===== config.mk =====
export PLATFORM = sky130hd
export DESIGN_NAME = alu_op_issuer
export DESIGN_NICKNAME = d
export VERILOG_FILES = /design/src/rtl/alu_op_issuer.sv
export SDC_FILE = /design/constraint.sdc
export NUM_CORES = 1
export LEC_CHECK = 0
export CORE_MARGIN = 8
export CORE_UTILIZATION = 51
export CTS_BUF_LIST = sky130_fd_sc_hd__clkbuf_8
export DETAILED_ROUTE_END_ITERATION = 12
export PLACE_DENSITY_LB_ADDON = 0.08
export SETUP_SLACK_MARGIN = 0.5
export SLEW_MARGIN = 20
export SYNTH_ARGS = -nofsm -noshare
export SYNTH_HDL_FRONTEND = slang
export SYNTH_SLANG_ARGS = --single-unit

===== constraint.sdc =====
create_clock -name clk -period 2.8 [get_ports clk]
set_input_delay 0.42 -clock clk [delete_from_list [all_inputs] [get_ports clk]]
set_output_delay 0.42 -clock clk [all_outputs]
set_load 0.01 [all_outputs]

===== src/rtl/alu_op_issuer.sv =====
// alu_op_issuer: fetches 9-bit instruction words from a synchronous ROM,
// issues ALU opcodes with a 5-bit immediate over valid/ready, and resolves
// BRZ/JMP/HALT locally using the ALU zero flag.
//
// state    | meaning
// S_IDLE   | waiting for start after reset
// S_FETCH  | imem_addr = pc, ROM word arrives next cycle
// S_DECODE | ROM word valid; dispatch ALU op or resolve control flow
// S_ISSUE  | alu_valid held with stable op/imm until alu_ready
// S_HALTED | HALT executed; waiting for start
module alu_op_issuer #(
    parameter int PC_W       = 8,
    parameter int START_ADDR = 0,
    parameter int CNT_W      = 16
) (
    input  logic             clk,
    input  logic             reset,
    input  logic             start,
    output logic [PC_W-1:0]  imem_addr,
    input  logic [8:0]       imem_data,
    output logic             alu_valid,
    input  logic             alu_ready,
    output logic [3:0]       alu_op,
    output logic [4:0]       alu_imm,
    input  logic             alu_zero,
    output logic             busy,
    output logic             halted,
    output logic [PC_W-1:0]  pc,
    output logic [CNT_W-1:0] issued_count
);

    typedef enum logic [2:0] {
        S_IDLE,
        S_FETCH,
        S_DECODE,
        S_ISSUE,
        S_HALTED
    } state_t;

    localparam logic [3:0] OP_BRZ  = 4'b1101;
    localparam logic [3:0] OP_JMP  = 4'b1110;
    localparam logic [3:0] OP_HALT = 4'b1111;

    localparam logic [PC_W-1:0] START_PC = PC_W'(START_ADDR);

    state_t           state_q;
    logic [PC_W-1:0]  pc_q;
    logic [CNT_W-1:0] cnt_q;
    logic             valid_q;
    logic [3:0]       op_q;
    logic [4:0]       imm_q;

    logic [3:0]       dec_op;
    logic [4:0]       dec_imm;
    logic [PC_W-1:0]  pc_inc;
    logic [PC_W-1:0]  pc_rel;

    assign dec_op  = imem_data[8:5];
    assign dec_imm = imem_data[4:0];

    // pc arithmetic wraps naturally at PC_W bits; the immediate is two's complement
    assign pc_inc = pc_q + PC_W'(1);
    assign pc_rel = pc_q + PC_W'($signed(dec_imm));

    // Sequencer: fetch/decode/issue FSM with all outputs held in registers
    always_ff @(posedge clk) begin
        if (reset) begin
            state_q <= S_IDLE;
            pc_q    <= START_PC;
            cnt_q   <= '0;
            valid_q <= 1'b0;
            op_q    <= 4'b0000;
            imm_q   <= 5'd0;
        end else begin
            case (state_q)
                S_IDLE, S_HALTED: begin
                    if (start) begin
                        pc_q    <= START_PC;
                        cnt_q   <= '0;
                        state_q <= S_FETCH;
                    end
                end
                S_FETCH: begin
                    state_q <= S_DECODE;
                end
                S_DECODE: begin
                    case (dec_op)
                        OP_BRZ: begin
                            pc_q    <= alu_zero ? pc_rel : pc_inc;
                            state_q <= S_FETCH;
                        end
                        OP_JMP: begin
                            pc_q    <= pc_rel;
                            state_q <= S_FETCH;
                        end
                        OP_HALT: begin
                            state_q <= S_HALTED;
                        end
                        default: begin
                            op_q    <= dec_op;
                            imm_q   <= dec_imm;
                            valid_q <= 1'b1;
                            state_q <= S_ISSUE;
                        end
                    endcase
                end
                S_ISSUE: begin
                    if (alu_ready) begin
                        valid_q <= 1'b0;
                        pc_q    <= pc_inc;
                        if (cnt_q != '1) begin
                            cnt_q <= cnt_q + CNT_W'(1);
                        end
                        state_q <= S_FETCH;
                    end
                end
                default: begin
                    state_q <= S_IDLE;
                end
            endcase
        end
    end

    assign imem_addr    = pc_q;
    assign pc           = pc_q;
    assign issued_count = cnt_q;
    assign alu_valid    = valid_q;
    assign alu_op       = op_q;
    assign alu_imm      = imm_q;
    assign busy         = (state_q == S_FETCH) || (state_q == S_DECODE) || (state_q == S_ISSUE);
    assign halted       = (state_q == S_HALTED);

endmodule


==> impl_metrics.csv <==
group,metric,value,unit
cts,cts_tree,"built",
worst_hold_path,min_path_cells,2,
synth,synth.distinct_cells,62,
drt,drt_iter0_markers,85,
timing,max_clock_freq,461.7,MHz
timing,rsz0062_at_grt,"true",
placement,place_inst,381,
grt,grt_usage,0.1644,
pwr,p_switching,0.3448,mW
cts,clock_latency,290,ps
drt,vias_per_cell,5.879,
timing,max_slew_margin,0.3808,
drt,drc,0,
pwr,finalPower,1.171,mW
cts,path_clk_slew,70,ps
cts,postCtsHoldBufs,0,
synth,synth_cells,287,
worst_setup_path,crit_type,"in2reg",
worst_setup_path,worstPathCellList,"clkdlybuf4s50_1 -> ha_1 -> fa_2 -> a211oi_2 -> nor2_1 -> nor4b_2 -> o21ai_0 -> a211oi_1",
worst_setup_path,worstSetupStartpointType,"input port",
finish,fillerInstances,439,
pwr,power_frac_comb,0.215,
timing,min_period,2166,ps
placement,io_buffers,57,
timing,tightest_slew,927.0,ps
finish,final_layout_size_suffix_gt1_frac,0.08358,
pwr,p_per_area,385.7,nW/um^2
grt,grt_max_degree,27,
timing,fin_crit_sh,0.7736,
pwr,ir_worst_vdd,0.3027,mV
pwr,power.internal,0.8264,mW
grt,antenna_found_initial,0,
timing,setup_viol,0,
timing,hold_viol_final,0,
die,die-area,7126,um^2
drt,final_antenna_net_count,0,
finish,finalNetCount,358,
timing,clock_skew,6.541,ps
grt,grt_pass1_vias,2122,
drt,routedWlPerCell,15.09,um
cts,post_cts_buffers,0,
worst_hold_path,min_path_type,"reg2reg",
synth,ys_ff_latch,37,
cts,cts_inserted_buffers,5,
synth,async_flop_share,0,
cts,clockRootBuffer,"clkbuf_8",
die,core,4629,um^2
worst_setup_path,slowest_delay,430,ps
synth,syn_avg_cell_area,8.318,um^2
pwr,p_seq_frac,0.479,
worst_setup_path,crit_slowest_cell,"clkdlybuf4s50_1",
worst_setup_path,cp.arrival,2380,ps
synth,yosysSeqAreaShare,0.3103,
finish,synthToLayoutAreaGrowth,27.20,%
worst_setup_path,cp-end-kind,"flip-flop",
job,maxCapViolCount,0,
pwr,leakage,1.126,nW
cts,max-clock-path-buffers,2,
synth,syn_nets,311,
synth,yosys_warnings,0,
finish,fin_cells,389,
worst_setup_path,path_max_fanout,2,
cts,htreeDepth,2,
finish,antenna_cells,0,
pwr,pwr-share-clk,0.306,
synth,synth_edf_count,0,
die,die_w,84.42,um
status,status,"complete, no violations",
worst_setup_path,cp.required,3010,ps
synth,ys.flop_type,"dfxtp_1",
placement,dpl.hpwl,4404,um
grt,overflow,0,
die,initial_core_util,0.5157,
timing,fin_setup_tns,0,ps
timing,maxSlewViolCount,0,
worst_setup_path,ff2ff_path_depth,6,
die,rows,25,
drt,vias,2287,
die,io_pins,58,
die,die_h,84.42,um
placement,place_congestion,0.8517,
cts,cts_sinks,37,
synth,syn_area,2387,um^2
worst_setup_path,r2r_slack,710,ps
pwr,p_sw_frac,0.2944,
grt,grt_pass1_wl,9832,um
drt,dr.pass1.iters,4,
drt,wl,5869,um
registers in the layout, indices dropped and copies added, names as in the netlist:
| signal | flops |
|---|---|
| alu_imm | 5 |
| alu_op | 4 |
| alu_valid | 1 |
| imem_addr | 8 |
| issued_count | 16 |
| state_q | 3 |
synth_stat cells, types with 3 or more instances:
cell type,instances,area (um^2)
nor4b_1,3,26.28
nor3b_1,5,37.54
o21a_1,3,22.52
xnor2_1,8,70.07
nand2_1,21,78.83
or4_1,3,22.52
o21ai_0,15,75.07
nor2_1,30,112.6
a211oi_1,8,60.06
and3_1,6,37.54
nor2b_1,3,18.77
a31oi_1,4,25.02
a21oi_1,18,90.09
nor3_1,5,25.02
inv_1,8,30.03
and2_1,3,18.77
and4_1,3,26.28
buf_4,8,60.06
mux2i_1,8,80.08
o211ai_1,3,22.52
dfxtp_1,37,740.7
buf_6,3,33.78
clkbuf_1,3,11.26
buf_2,4,20.02
ha_1,9,112.6
nand3_1,15,75.07
final cells by class:
class	instances	area, um^2	area share
clock inverter	3	13.76	0.004532
inverter	8	30.03	0.009889
tap	54	67.56	0.02225
timing repair buffer	60	595.6	0.1961
multi-input combinational	222	1520	0.5006
sequential	37	740.7	0.2439
clock buffer	5	68.82	0.02266
final timing paths:
| path | from | to |
|---|---|---|
| worst max-delay path | imem_data[0] | imem_addr[4] |
| worst min-delay path | alu_valid | alu_valid |
| worst max register to register | issued_count[0] | issued_count[0] |
| worst min register to register | alu_valid | alu_valid |
per-layer routing:
metal / track usage / share of wire / up-vias
met4: 0.06149 / 0.015 / 0
li1: - / - / 1146
met2: 0.2385 / 0.43 / 54
met3: 0.04780 / 0.060 / 12
met1: 0.2225 / 0.50 / 1075
met5: 0 / 0 / -
logic make-up after synthesis:
logic type,count (synthesis),synth area share
compound gates,74,0.2154
xor+xnor,10,0.03669
fa+ha+maj,10,0.05556
buf+inv,28,0.07075
flops,37,0.3103
mux,10,0.04298
simple gates,118,0.2684
power by group through the flow:
stage / clock, mW / sequential, mW / combinational, mW
6_report: 0.359 / 0.561 / 0.252
3_3_place_gp: 0 / 0.572 / 0.244
2_1_floorplan: 0 / 0.573 / 0.160
3_5_place_dp: 0 / 0.571 / 0.247
5_1_grt: 0.391 / 0.564 / 0.276
4_1_cts: 0.366 / 0.559 / 0.248
what timing repair did:
item                                    4_1_cts  5_1_grt
pin swaps                                     0        2
resized for setup                             1        9
endpoints found under the setup margin        1        6
endpoints found under the hold margin         0        0
per-stage QoR:
step	hold WS (ps)	util	cell area [um^2]	setup WS [ps]
after global placement	450.2	0.6284	2909	180.0
after CTS	463.4	0.6473	2997	514.6
after global routing	501.4	0.6559	3037	456.8
final	460.1	0.6559	3037	634.0
after detailed placement	450.5	0.6284	2909	176.6
after floorplan	480.5	-	2387	654.7
layout by cell type (no fill, tap or decap), types with 3 or more instances in the layout:
master,instances
clkdlybuf4s50_1,56
dfxtp_1,37
nor2_1,30
nand2_1,21
a21oi_1,18
nand3_1,15
o21ai_0,15
inv_1,9
mux2i_1,8
xnor2_1,8
ha_1,7
and3_1,6
a211oi_1,6
nor3b_1,5
nor3_1,5
clkbuf_8,5
a31oi_1,4
and2_1,3
and4_1,3
nor2b_1,3
a211oi_2,3
o211ai_1,3
o21a_1,3
or4_1,3
buf_4,3
worst max-delay path, delay by kind of cell:
kind,cells,cell delay (ps)
buf+inv,1,430
compound gates,3,550
simple gates,2,380
fa+ha+maj,2,600
Power figures use the tool's default switching activity.
